File: src/rtl/axis_bram_fifo_ctrl.sv
// ---------------------------------------------------------------------------
// axis_bram_fifo_ctrl
//
// A single-clock AXI-Stream FIFO. It owns one fifo_mem block RAM with a
// registered read port, generates every address, write enable and full/empty
// flag, and hides the one-cycle read latency behind a two-entry
// first-word-fall-through output buffer (a head entry and a skid entry).
// Total capacity is MEM_DEPTH + 2 beats.
//
// Handshake: a beat moves on a rising edge of i_clk when valid and ready are
// both high in the cycle before that edge. A master holds valid and data
// steady until ready is seen. Ready never depends on valid.
//
// Optional feature macro: AXIS_FIFO_LEVEL_EN adds the registered o_level
// port, which reports the total number of beats held.
//
// Ports:
//   i_clk          single clock for the whole block
//   i_reset        synchronous, active-high reset
//   s_axis_tdata   write data
//   s_axis_tvalid  write request
//   s_axis_tready  controller can accept a beat (memory not full)
//   m_axis_tdata   head-of-FIFO data
//   m_axis_tvalid  head data valid
//   m_axis_tready  consumer accepts head
//   o_almost_full  registered, memory occupancy >= ALMOST_FULL_THRESH
//   o_level        registered total beat count (AXIS_FIFO_LEVEL_EN only)
// ---------------------------------------------------------------------------

// ---------------------------------------------------------------------------
// fifo_mem
//
// Simple dual-port block RAM. Writes are ignored while i_full is high, and
// reads are ignored while i_empty is high. With PIPELINE=1 the read data is
// registered and appears one cycle after the read request.
//
// Ports:
//   i_wr_clk, i_wr_en, i_full, i_wr_addr, i_wr_data   write port
//   i_rd_clk, i_rd_en, i_empty, i_rd_addr, o_rd_data  read port
// ---------------------------------------------------------------------------
module fifo_mem #(
    parameter int DATA_WIDTH = 8,
    parameter int ADDR_BITS  = 6,
    parameter int PIPELINE   = 1
) (
    input  logic                  i_wr_clk,
    input  logic                  i_wr_en,
    input  logic                  i_full,
    input  logic [ADDR_BITS-1:0]  i_wr_addr,
    input  logic [DATA_WIDTH-1:0] i_wr_data,
    input  logic                  i_rd_clk,
    input  logic                  i_rd_en,
    input  logic                  i_empty,
    input  logic [ADDR_BITS-1:0]  i_rd_addr,
    output logic [DATA_WIDTH-1:0] o_rd_data
);

    logic [DATA_WIDTH-1:0] mem [0:(1<<ADDR_BITS)-1];

    always_ff @(posedge i_wr_clk) begin
        if (i_wr_en && !i_full) begin
            mem[i_wr_addr] <= i_wr_data;
        end
    end

    generate
        if (PIPELINE != 0) begin : g_reg_read
            always_ff @(posedge i_rd_clk) begin
                if (i_rd_en && !i_empty) begin
                    o_rd_data <= mem[i_rd_addr];
                end
            end
        end else begin : g_comb_read
            assign o_rd_data = mem[i_rd_addr];
        end
    endgenerate

endmodule

module axis_bram_fifo_ctrl #(
    parameter int DATA_WIDTH         = 8,
    parameter int MEM_DEPTH          = 64,
    parameter int ADDR_BITS          = $clog2(MEM_DEPTH),
    parameter int ALMOST_FULL_THRESH = MEM_DEPTH - 4
) (
    input  logic                  i_clk,
    input  logic                  i_reset,
    input  logic [DATA_WIDTH-1:0] s_axis_tdata,
    input  logic                  s_axis_tvalid,
    output logic                  s_axis_tready,
    output logic [DATA_WIDTH-1:0] m_axis_tdata,
    output logic                  m_axis_tvalid,
    input  logic                  m_axis_tready,
    output logic                  o_almost_full
`ifdef AXIS_FIFO_LEVEL_EN
    ,
    output logic [ADDR_BITS+1:0]  o_level
`endif
);

    localparam logic [ADDR_BITS:0] DEPTH_C = (ADDR_BITS+1)'(MEM_DEPTH);
    localparam logic [ADDR_BITS:0] AF_C    = (ADDR_BITS+1)'(ALMOST_FULL_THRESH);

    // Pointers carry one extra wrap bit so full and empty are distinguishable.
    logic [ADDR_BITS:0]    wr_ptr;
    logic [ADDR_BITS:0]    rd_ptr;
    logic [ADDR_BITS:0]    mem_count;
    logic [ADDR_BITS:0]    mem_count_next;
    logic                  mem_full;
    logic                  mem_empty;

    logic                  push;
    logic                  pop;
    logic                  fetch;
    logic                  inflight;

    // Output buffer: buf0 is the head, buf1 the skid entry.
    logic [DATA_WIDTH-1:0] buf0;
    logic [DATA_WIDTH-1:0] buf1;
    logic [1:0]            out_count;
    logic [1:0]            cnt_after_pop;
    logic [1:0]            out_count_next;
    logic [2:0]            committed;

    logic [DATA_WIDTH-1:0] rd_data;
    logic                  af_q;

    // ------------------------------------------------------------------
    // Occupancy and handshakes
    // ------------------------------------------------------------------
    assign mem_count = wr_ptr - rd_ptr;
    assign mem_full  = (mem_count == DEPTH_C);
    assign mem_empty = (mem_count == '0);

    assign s_axis_tready = !mem_full && !i_reset;
    assign m_axis_tvalid = (out_count != 2'd0) && !i_reset;
    assign m_axis_tdata  = i_reset ? '0 : buf0;
    assign o_almost_full = af_q && !i_reset;

    assign push = s_axis_tvalid && s_axis_tready;
    assign pop  = m_axis_tvalid && m_axis_tready;

    // Slots already spoken for in the output buffer once this cycle's pop
    // is taken into account. A fetch is only issued if a slot is left for
    // the word when it lands next cycle.
    assign committed = {1'b0, out_count} + {2'b00, inflight} - {2'b00, pop};
    assign fetch     = !mem_empty && (committed < 3'd2);

    assign cnt_after_pop  = out_count - {1'b0, pop};
    assign out_count_next = cnt_after_pop + {1'b0, inflight};

    assign mem_count_next = mem_count
                          + {{ADDR_BITS{1'b0}}, push}
                          - {{ADDR_BITS{1'b0}}, fetch};

    // ------------------------------------------------------------------
    // Block RAM. A fetch never reads the address being written in the same
    // cycle: that would need mem_count == 0, which blocks the fetch.
    // ------------------------------------------------------------------
    fifo_mem #(
        .DATA_WIDTH (DATA_WIDTH),
        .ADDR_BITS  (ADDR_BITS),
        .PIPELINE   (1)
    ) u_mem (
        .i_wr_clk  (i_clk),
        .i_wr_en   (push),
        .i_full    (mem_full),
        .i_wr_addr (wr_ptr[ADDR_BITS-1:0]),
        .i_wr_data (s_axis_tdata),
        .i_rd_clk  (i_clk),
        .i_rd_en   (fetch),
        .i_empty   (mem_empty),
        .i_rd_addr (rd_ptr[ADDR_BITS-1:0]),
        .o_rd_data (rd_data)
    );

    // ------------------------------------------------------------------
    // Pointers, read-in-flight flag, almost-full flag
    // ------------------------------------------------------------------
    always_ff @(posedge i_clk) begin
        if (i_reset) begin
            wr_ptr   <= '0;
            rd_ptr   <= '0;
            inflight <= 1'b0;
            af_q     <= 1'b0;
        end else begin
            if (push) begin
                wr_ptr <= wr_ptr + 1'b1;
            end
            if (fetch) begin
                rd_ptr <= rd_ptr + 1'b1;
            end
            inflight <= fetch;
            af_q     <= (mem_count_next >= AF_C);
        end
    end

    // ------------------------------------------------------------------
    // Output buffer. A pop shifts the skid entry into the head; a landing
    // word then goes into the first free entry that remains after the pop,
    // so a pop and a landing in the same cycle keep order. The landing
    // assignment comes last so it overrides the shift when both target buf0.
    // ------------------------------------------------------------------
    always_ff @(posedge i_clk) begin
        if (i_reset) begin
            buf0      <= '0;
            buf1      <= '0;
            out_count <= 2'd0;
        end else begin
            if (pop) begin
                buf0 <= buf1;
            end
            if (inflight) begin
                if (cnt_after_pop == 2'd0) begin
                    buf0 <= rd_data;
                end else begin
                    buf1 <= rd_data;
                end
            end
            out_count <= out_count_next;
        end
    end

`ifdef AXIS_FIFO_LEVEL_EN
    // ------------------------------------------------------------------
    // Total beats held after this edge: memory, in-flight word, buffer.
    // ------------------------------------------------------------------
    logic [ADDR_BITS+1:0] level_next;
    logic [ADDR_BITS+1:0] level_q;

    assign level_next = {1'b0, mem_count_next}
                      + {{(ADDR_BITS+1){1'b0}}, fetch}
                      + {{ADDR_BITS{1'b0}}, out_count_next};

    always_ff @(posedge i_clk) begin
        if (i_reset) begin
            level_q <= '0;
        end else begin
            level_q <= level_next;
        end
    end

    assign o_level = i_reset ? '0 : level_q;
`endif

endmodule

File: config.mk
export PLATFORM = sky130hd
export DESIGN_NAME = axis_bram_fifo_ctrl
export DESIGN_NICKNAME = d
export VERILOG_FILES = /design/src/rtl/axis_bram_fifo_ctrl.sv
export SDC_FILE = /design/constraint.sdc
export NUM_CORES = 1
export LEC_CHECK = 0
export ABC_AREA = 1
export BUFFER_PORTS_ARGS = -buffer_cell sky130_fd_sc_hd__buf_2
export CAP_MARGIN = 20
export CELL_PAD_IN_SITES_DETAIL_PLACEMENT = 1
export CELL_PAD_IN_SITES_GLOBAL_PLACEMENT = 2
export CORE_MARGIN = 2
export CORE_UTILIZATION = 47
export DETAILED_ROUTE_END_ITERATION = 12
export PLACE_DENSITY_LB_ADDON = 0.1
export SLEW_MARGIN = 20
export SYNTH_ARGS = -nofsm -noshare
export SYNTH_HDL_FRONTEND = slang
export SYNTH_SLANG_ARGS = --single-unit
export TNS_END_PERCENT = 1
File: constraint.sdc
create_clock -name i_clk -period 7.2 [get_ports i_clk]
set_clock_uncertainty 0.1 [all_clocks]
set_input_delay 0.72 -clock i_clk [delete_from_list [all_inputs] [get_ports i_clk]]
set_output_delay 0.72 -clock i_clk [all_outputs]
set_load 0.03 [all_outputs]
==> results.json <==
{
  "status": "complete, no violations",
  "gp_congestion": 0.826,
  "min-delay-start": "u_mem.o_rd_data[7]",
  "grt_pass1_vias": 16200,
  "fin_nets": 2094,
  "path_common_cell": "nand2_1",
  "p_leak_nw": 8.90,
  "ant_nets": 0,
  "synth-async-reset-ratio_pct": 0,
  "max_slew_margin_pct": 29.5,
  "ys_seq_area_share_pct": 69.7,
  "syn_inst": 2070,
  "grt_pass1_wl_microns": 101000,
  "syn_area_sq_mm": 0.0234,
  "r2r-end": "af_q",
  "num-fill-cells": 5182,
  "synthTopCellsByArea": "edfxtp_1 (67%), nor2_1 (7.2%), o21ai_0 (6.2%)",
  "die_area_sq_mm": 0.0515,
  "hold_depth": 2,
  "clk_latency_ns": 0.61,
  "synth_top_area_share_pct": 66.8,
  "area_growth_syn_to_layout_pct": 10.9,
  "drv_cap": 0,
  "syn_area_per_cell_sq_um": 11.3,
  "clock_tree.root_cell": "clkbuf_16",
  "min_period_over_period_pct": 72.3,
  "r2r_setup_slack_ns": 1.99,
  "antenna_found_initial": 0,
  "num_rows": 81,
  "cp-end-kind": "flop",
  "postCtsSetupBuffers": 0,
  "syn-num-nets": 2105,
  "io_buffer_count": 22,
  "power.density_mw_per_mm2": 360,
  "fmax_ghz": 0.192,
  "core_area_sq_mm": 0.0491,
  "p_total_mw": 9.34,
  "drtIter0Drc": 1328,
  "synth_ff_type": "edfxtp_1",
  "vdd_drop_max_v": 0.000259,
  "dp_hpwl_microns": 38900,
  "worst_slew_pin_slew_ns": 1.06,
  "worst_slack_ns": 1.99,
  "setup_viol": 0,
  "critPathLaunchType": "flop",
  "pre_cts_ws_ns": 1.74,
  "drc": 0,
  "grt_start_max_net_pins": 202,
  "ioPinCount": 23,
  "crit_fanout": 50,
  "holdWs_ns": 0.427,
  "reg2regPathDepth": 25,
  "clock_sinks": 554,
  "initial_core_util_pct": 47.7,
  "grt_usage_pct": 26.5,
  "die_h_microns": 227,
  "drv_slew": 0,
  "overflow": 0,
  "hold_viol": 0,
  "r2r-start": "rd_ptr[0]",
  "synth_edf_count": 520,
  "viasPerCell": 5.65,
  "hp-class": "flop to flop",
  "hold_buffers": 0,
  "finalWirelength_microns": 66300,
  "ctsLongestPathBuffers": 3,
  "fin_setup_tns_ns": 0,
  "crit_family": "adder cells",
  "critPathMaxStageDelay_ns": 0.73,
  "required_ns": 7.58,
  "ys_seq_elements": 554,
  "worstPathArrival_ns": 5.58,
  "cts_buffers": 58,
  "num_antenna_cells": 0,
  "via_count": 15700,
  "cp.buffers_inverters": 4,
  "crit_start": "rd_ptr[0]",
  "path_class": "flop to flop",
  "synth_area_leader_cell": "edfxtp_1",
  "die_w_microns": 227,
  "worst_path_max_delay_cell": "dfxtp_4",
  "synth.yosys.warnings": 0,
  "wl_per_cell_microns": 23.9,
  "htree_levels": 2,
  "drive_above_1_share_pct": 7.68,
  "ctsResizeCount": 0,
  "rsz0062_at_grt": "false",
  "synth.distinct_cells": 32,
  "dr.pass1.iters": 5,
  "path_clk_slew_ns": 0.06,
  "min_to": "buf1[7]",
  "cts_tree": "built",
  "fin_crit_ns": 5.21
}
==> final cells by class <==
class	count	area [sq um]	share of cell area, %
flip-flops and latches	554	16300	62.9
clock inverters	28	254	0.980
clock buffers	82	1620	6.23
inverters	99	377	1.45
multi-input cells	1299	6220	24.0
repair buffers	47	325	1.25
well taps	664	831	3.20
==> tightest hold or removal path, delay by kind of cell (launching register included) <==
kind	cells	cell delay, ns
AO/OA/AOI/OAI	1	0.11
buffers and inverters	1	0.06
flip-flops	1	0.32
==> registers in the layout (all words and copies together), names as in the netlist <==
name,count
u_mem.o_rd_data,8
wr_ptr,7
inflight,1
buf0,8
u_mem.mem,512
af_q,1
rd_ptr,7
out_count,2
buf1,8
==> cell families after synthesis <==
group / synth area share [%]
AOI/OAI and AO/OA: 9.52
xor gates and xnor gates: 0.637
adders and majority gates: 1.33
buffers and inverters: 4.04
DFF: 69.7
and+or+nand+nor: 14.8
==> metrics by stage <==
| stage | cell area [sq um] | util, % | instances |
|---|---|---|---|
| final | 25900 | 52.9 | 2773 |
| after global routing | 25900 | 52.9 | 2773 |
| after CTS | 25900 | 52.8 | 2773 |
| after detailed placement | 24000 | 48.9 | 2663 |
| after global placement | 24000 | 48.9 | 2663 |
| after floorplan | 23400 | - | 2070 |
==> layer usage <==
layer	track usage [%]	wire length, microns	up-vias
met3	3.77	3360	92
met4	8.54	2030	0
met1	36.7	29600	7949
met2	43.4	31300	409
met5	0	0	-
li1	-	-	7231
==> layout by cell type, fill, tap and decap left out, types with 12 or more instances in the layout <==
| cell type | netlist | routed |
|---|---|---|
| a21oi_1 | 55 | 55 |
| buf_2 | 28 | 21 |
| buf_4 | 19 | 24 |
| clkbuf_1 | 60 | 20 |
| clkbuf_16 | 0 | 61 |
| clkinv_1 | 2 | 15 |
| dfxtp_1 | 34 | 32 |
| edfxtp_1 | 520 | 520 |
| ha_1 | 20 | 20 |
| inv_1 | 93 | 92 |
| nand2_1 | 239 | 239 |
| nand3_1 | 107 | 107 |
| nor2_1 | 451 | 451 |
| nor3_2 | 0 | 17 |
| o211ai_1 | 55 | 55 |
| o21ai_0 | 288 | 288 |
| xor2_1 | 12 | 12 |
==> power breakdown <==
part / internal [mW] / leakage (nW) / total [mW] / switching (mW)
logic: 0.740 / 3.03 / 2.66 / 1.92
clock network: 1.73 / 0.905 / 2.95 / 1.21
registers: 3.64 / 4.96 / 3.73 / 0.0924
total: 6.11 / 8.90 / 9.34 / 3.22
==> how the worst max path moves through the flow <==
stage                end  slack (ns)  cells past startpoint
detailed placement  af_q        1.74                     25
CTS                 af_q        1.91                     25
global route        af_q        1.38                     25
global placement    af_q        1.81                     23
floorplan           af_q        2.26                     25
finish              af_q        1.99                     25
==> synth_stat cells (12+ instances only) <==
cell type and count:
a21oi_1 55, buf_2 28, buf_4 19, clkbuf_1 60
dfxtp_1 34, edfxtp_1 520, ha_1 20, inv_1 93
nand2_1 239, nand3_1 107, nor2_1 451, nor3_1 23
o211ai_1 55, o21ai_0 288, xor2_1 12
Power figures use the tool's default switching activity.
